--- src/rtl/trng_sample_buffer.sv ---
// Consumer of the TRNG byte stream: warm-up discard, repetition-count health test
// and a small show-ahead FIFO popped by the register block.
module trng_sample_buffer #(
  parameter int FIFO_DEPTH   = 4,
  parameter int WARMUP_BYTES = 2,
  parameter int RCT_CUTOFF   = 8
) (
  input  logic                            clk_i,
  input  logic                            rstn_i,
  input  logic                            enable_i,
  output logic                            trng_en_o,
  input  logic [7:0]                      trng_data_i,
  input  logic                            trng_valid_i,
  input  logic                            rd_req_i,
  output logic [7:0]                      rd_data_o,
  output logic                            rd_valid_o,
  output logic [$clog2(FIFO_DEPTH):0]     level_o,
  output logic                            overrun_o,
  output logic                            health_fail_o
);

  localparam int PW = $clog2(FIFO_DEPTH);
  localparam int LW = PW + 1;
  localparam int WW = (WARMUP_BYTES > 0) ? $clog2(WARMUP_BYTES + 1) : 1;
  localparam int RW = $clog2(RCT_CUTOFF + 1);

  typedef enum logic [1:0] {ST_OFF, ST_WARMUP, ST_RUN, ST_FAIL} state_t;

  state_t          state_reg;
  logic [WW-1:0]   warm_cnt_reg;
  logic [7:0]      last_byte_reg;
  logic [RW-1:0]   rep_cnt_reg;
  logic [PW-1:0]   wr_ptr_reg;
  logic [PW-1:0]   rd_ptr_reg;
  logic [LW-1:0]   level_reg;
  logic            trng_en_reg;
  logic            overrun_reg;
  logic            health_fail_reg;
  logic [7:0]      mem [FIFO_DEPTH];

  logic            fifo_full;
  logic            fifo_empty;
  logic            run_strobe;
  logic            rep_match;
  logic [RW-1:0]   rep_cnt_next;
  logic            rct_trip;
  logic            push_req;
  logic            push;
  logic            pop;

  always_comb begin
    fifo_full    = (level_reg == LW'(FIFO_DEPTH));
    fifo_empty   = (level_reg == '0);
    run_strobe   = enable_i && (state_reg == ST_RUN) && trng_valid_i;
    // rep_cnt_reg == 0 marks "no byte seen yet in RUN", so the first strobe starts at 1.
    rep_match    = (rep_cnt_reg != '0) && (trng_data_i == last_byte_reg);
    rep_cnt_next = rep_match ? (rep_cnt_reg + RW'(1)) : RW'(1);
    rct_trip     = run_strobe && (rep_cnt_next == RW'(RCT_CUTOFF));
    push_req     = run_strobe && !rct_trip;
    pop          = enable_i && rd_req_i && !fifo_empty;
    push         = push_req && (!fifo_full || pop);
  end

  always_ff @(posedge clk_i or negedge rstn_i) begin
    if (!rstn_i) begin
      state_reg       <= ST_OFF;
      warm_cnt_reg    <= '0;
      last_byte_reg   <= '0;
      rep_cnt_reg     <= '0;
      wr_ptr_reg      <= '0;
      rd_ptr_reg      <= '0;
      level_reg       <= '0;
      trng_en_reg     <= 1'b0;
      overrun_reg     <= 1'b0;
      health_fail_reg <= 1'b0;
    end else if (!enable_i) begin
      state_reg       <= ST_OFF;
      warm_cnt_reg    <= '0;
      rep_cnt_reg     <= '0;
      wr_ptr_reg      <= '0;
      rd_ptr_reg      <= '0;
      level_reg       <= '0;
      trng_en_reg     <= 1'b0;
      overrun_reg     <= 1'b0;
      health_fail_reg <= 1'b0;
    end else begin
      case (state_reg)
        ST_OFF: begin
          state_reg    <= (WARMUP_BYTES == 0) ? ST_RUN : ST_WARMUP;
          warm_cnt_reg <= WW'(WARMUP_BYTES);
          rep_cnt_reg  <= '0;
          trng_en_reg  <= 1'b1;
        end
        ST_WARMUP: begin
          if (trng_valid_i) begin
            warm_cnt_reg <= warm_cnt_reg - WW'(1);
            if (warm_cnt_reg == WW'(1)) state_reg <= ST_RUN;
          end
        end
        ST_RUN: begin
          if (run_strobe) begin
            rep_cnt_reg   <= rep_cnt_next;
            last_byte_reg <= trng_data_i;
          end
          if (rct_trip) begin
            state_reg       <= ST_FAIL;
            trng_en_reg     <= 1'b0;
            health_fail_reg <= 1'b1;
          end
        end
        ST_FAIL: begin
          trng_en_reg <= 1'b0;
        end
        default: state_reg <= ST_OFF;
      endcase

      // A health failure flushes the buffer in the same edge as the failing strobe.
      if (rct_trip) begin
        wr_ptr_reg <= '0;
        rd_ptr_reg <= '0;
        level_reg  <= '0;
      end else begin
        if (push) wr_ptr_reg <= wr_ptr_reg + PW'(1);
        if (pop)  rd_ptr_reg <= rd_ptr_reg + PW'(1);
        if (push && !pop)      level_reg <= level_reg + LW'(1);
        else if (pop && !push) level_reg <= level_reg - LW'(1);
        if (push_req && fifo_full && !pop) overrun_reg <= 1'b1;
      end
    end
  end

  always_ff @(posedge clk_i) begin
    if (push) mem[wr_ptr_reg] <= trng_data_i;
  end

  assign trng_en_o     = trng_en_reg;
  assign rd_valid_o    = !fifo_empty;
  assign rd_data_o     = fifo_empty ? 8'h00 : mem[rd_ptr_reg];
  assign level_o       = level_reg;
  assign overrun_o     = overrun_reg;
  assign health_fail_o = health_fail_reg;

endmodule

--- config.mk ---
export PLATFORM = sky130hd
export DESIGN_NAME = trng_sample_buffer
export DESIGN_NICKNAME = d
export VERILOG_FILES = /design/src/rtl/trng_sample_buffer.sv
export SDC_FILE = /design/constraint.sdc
export NUM_CORES = 1
export LEC_CHECK = 0
export CORE_MARGIN = 5
export CORE_UTILIZATION = 55
export CTS_BUF_LIST = sky130_fd_sc_hd__clkbuf_2 sky130_fd_sc_hd__clkbuf_4 sky130_fd_sc_hd__clkbuf_8
export CTS_CLUSTER_DIAMETER = 40
export DETAILED_ROUTE_END_ITERATION = 12
export GPL_ROUTABILITY_DRIVEN = 0
export PLACE_DENSITY = 0.77
export SLEW_MARGIN = 20
export SYNTH_ARGS = -nofsm -noshare
export SYNTH_HDL_FRONTEND = slang
export SYNTH_SLANG_ARGS = --single-unit
--- constraint.sdc ---
create_clock -name clk_i -period 3.1 [get_ports clk_i]
set_clock_uncertainty 0.2 [all_clocks]
set_input_delay 0.775 -clock clk_i [delete_from_list [all_inputs] [get_ports clk_i]]
set_output_delay 0.775 -clock clk_i [all_outputs]
set_load 0.02 [all_outputs]
==> impl_metrics.json <==
{
  "status": "finished clean",
  "start_util_pct": 55.62,
  "pwr_density_cell_mw_per_mm2": 786.2,
  "slew_violations": 0,
  "holdBufCountCts": 0,
  "synth_fa_ha_area_share_pct": 6.107,
  "io_buffers": 27,
  "postCtsSetupBuffers": 0,
  "cp.arrival_ns": 2.98,
  "final_core_util_pct": 71.00,
  "num-fill-cells": 358,
  "worstSetupPathType": "primary input to flip-flop",
  "postSynthAreaPerCell_um2": 13.27,
  "drt_pass1_iterations": 4,
  "wl_per_cell_um": 15.85,
  "drcViolationCount": 0,
  "cts.clk_slew.worst_paths_ns": 0.07,
  "rows": 26,
  "clockBufferDepth": 2,
  "synth-xor-area-share_pct": 4.401,
  "via_count": 1827,
  "top_usage_layer": "met2",
  "final_common_cell": "edfxtp_1",
  "ys.flop_type": "edfxtp_1",
  "ctsResizeCount": 8,
  "cts-root-buf": "clkbuf_8",
  "h-tree-depth": 3,
  "crit_required_ns": 3.13,
  "reg2reg_from": "rep_cnt_reg[0]$_DFFE_PN0P_",
  "grt-ovfl-total": 0,
  "tightest_slew_ns": 0.4862,
  "via_per_inst": 5.358,
  "cp-start-kind": "primary input",
  "yosysTopAreaCell": "edfxtp_1",
  "antenna_cells": 0,
  "reg2reg_depth": 11,
  "finalPower_mw": 2.797,
  "path_max_fanout": 2,
  "grt_max_degree": 27,
  "hold_start": "health_fail_o$_DFFE_PN0P_",
  "grt_util_met1_pct": 23.62,
  "max_freq_mhz": 338.7,
  "seq_area_frac_synth_pct": 57.84,
  "clock_latency_ns": 0.35,
  "area.growth.synth_to_final_pct": 27.66,
  "grt_pass1_vias": 1770,
  "async_flop_share_pct": 44.83,
  "die_y_um": 81.18,
  "grt_first_pass_wirelength_um": 8680,
  "final.setup.tns_ns": 0,
  "wirelength_um": 5406,
  "max_slew_margin_pct": 67.50,
  "pre_cts_ws_ns": -0.4113,
  "cts_buffers": 9,
  "grtUsageMet3_pct": 6.984,
  "end_kind": "flip-flop",
  "r2r_slack_ns": 0.19,
  "io-pin-count": 28,
  "clock-sinks": 58,
  "design.core.area_mm2": 0.005010,
  "rr_endpoint": "level_o[1]$_DFFE_PN0P_",
  "setup_viol": 0,
  "ant_nets": 0,
  "synth_cells": 210,
  "hp-class": "flip-flop to flip-flop",
  "setup_slack_ns": 0.1471,
  "hold_viol": 0,
  "peakVddDrop_v": 0.0003928,
  "synth_simple_gate_area_share_pct": 12.30,
  "die_w_um": 81.18,
  "use_met2_pct": 29.23,
  "hold_slack_ns": 0.3060,
  "mostFrequentLayoutCells": "edfxtp_1, dfrtp_1, buf_4",
  "final_nets": 292,
  "syn_nets": 236,
  "drv_cap": 0,
  "synth_top_area_share_pct": 34.49,
  "drive_gt1_share_pct": 24.35,
  "dp_hpwl_um": 3724,
  "whs_path_depth": 2,
  "ys_types": 44,
  "synth_compound_area_share_pct": 5.748,
  "synth_area_mm2": 0.002786,
  "dieArea_mm2": 0.006589,
  "synth_enable_flop_cells": 32,
  "ys_seq_elements": 58,
  "grt_use_total_pct": 18.72,
  "synth_top_family_by_area": "simple AND/OR/NAND/NOR gates",
  "synth.area.mux_share_pct": 10.78,
  "min_period_ns": 2.953,
  "cellLeakagePower_nw": 1.519,
  "holdPathEnd": "health_fail_o$_DFFE_PN0P_",
  "crit_path_start": "trng_data_i[4]",
  "netlist_top_cells_area": "edfxtp_1, dfrtp_1, mux4_2",
  "fin_crit_sh_pct": 95.25,
  "ys_warn_count": 0,
  "antenna_found_initial": 0,
  "cts_tree": "built",
  "drt_iter0_drc": 71,
  "largest_register_ffs": 32
}
==> metal layers <==
metal	up-vias	routed length [µm]
li1	878	-
met1	906	2439
met2	35	2639
met3	8	239
met4	0	87
met5	-	0
==> cells by family (layout without fill, tap and decap cells) <==
family	Yosys count	after routing
buf+inv	19	80
mux	19	19
compound gates	23	23
flops	58	58
fa+ha+maj	13	13
xor+xnor	14	14
simple gates	64	64
==> report_power, final <==
group	internal [mW]	switching (mW)	leakage [nW]	total, mW
logic	0.508	0.509	0.783	1.02
registers	0.930	0.0948	0.629	1.03
clock network	0.455	0.298	0.107	0.754
total	1.89	0.903	1.52	2.80
==> stage by stage <==
stage,instances,area (µm²)
3_3_place_gp,325,3298
6_report,341,3557
3_5_place_dp,325,3298
4_1_cts,341,3530
5_1_grt,341,3557
2_1_floorplan,210,2786
==> worst max path at each step <==
stage and end:
5_1_grt level_o[2]$_DFFE_PN0P_, 3_3_place_gp level_o[1]$_DFFE_PN0P_, 3_5_place_dp level_o[2]$_DFFE_PN0P_, 6_report level_o[1]$_DFFE_PN0P_, 4_1_cts rd_data_o[6], 2_1_floorplan level_o[1]$_DFFE_PN0P_
==> cell type report <==
class / instances / area [µm²] / area share (%)
sequential: 58 / 1612 / 45.30
inverter: 12 / 45.04 / 1.266
multi-input combinational: 133 / 1129 / 31.73
timing repair buffer: 52 / 471.7 / 13.26
tap: 70 / 87.58 / 2.462
clock inverter: 6 / 81.33 / 2.286
clock buffer: 10 / 131.4 / 3.693
==> cell usage after synthesis, types with 2 or more instances <==
cell,n
a21oi_1,7
a22o_1,2
a31oi_1,3
and2_1,12
and3_1,2
buf_2,2
clkbuf_1,3
dfrtp_1,26
edfxtp_1,32
ha_1,12
inv_1,12
mux2_2,8
mux2i_1,3
mux4_2,8
nand2_1,9
nand2b_1,2
nand3_1,9
nand4_1,4
nor2_1,16
o21ai_0,2
xnor2_1,7
xor2_1,7
==> worst max-delay path, stage by stage <==
cell and delay (ns):
clkdlybuf4s50_1 0.50, xnor2_1 0.13, nand4_1 0.21, nor4_4 0.38, nor3b_2 0.09, ha_1 0.20
inv_1 0.07, fa_1 0.41, mux2i_1 0.15, nor2_1 0.06
(Power assumes the default switching activity.)
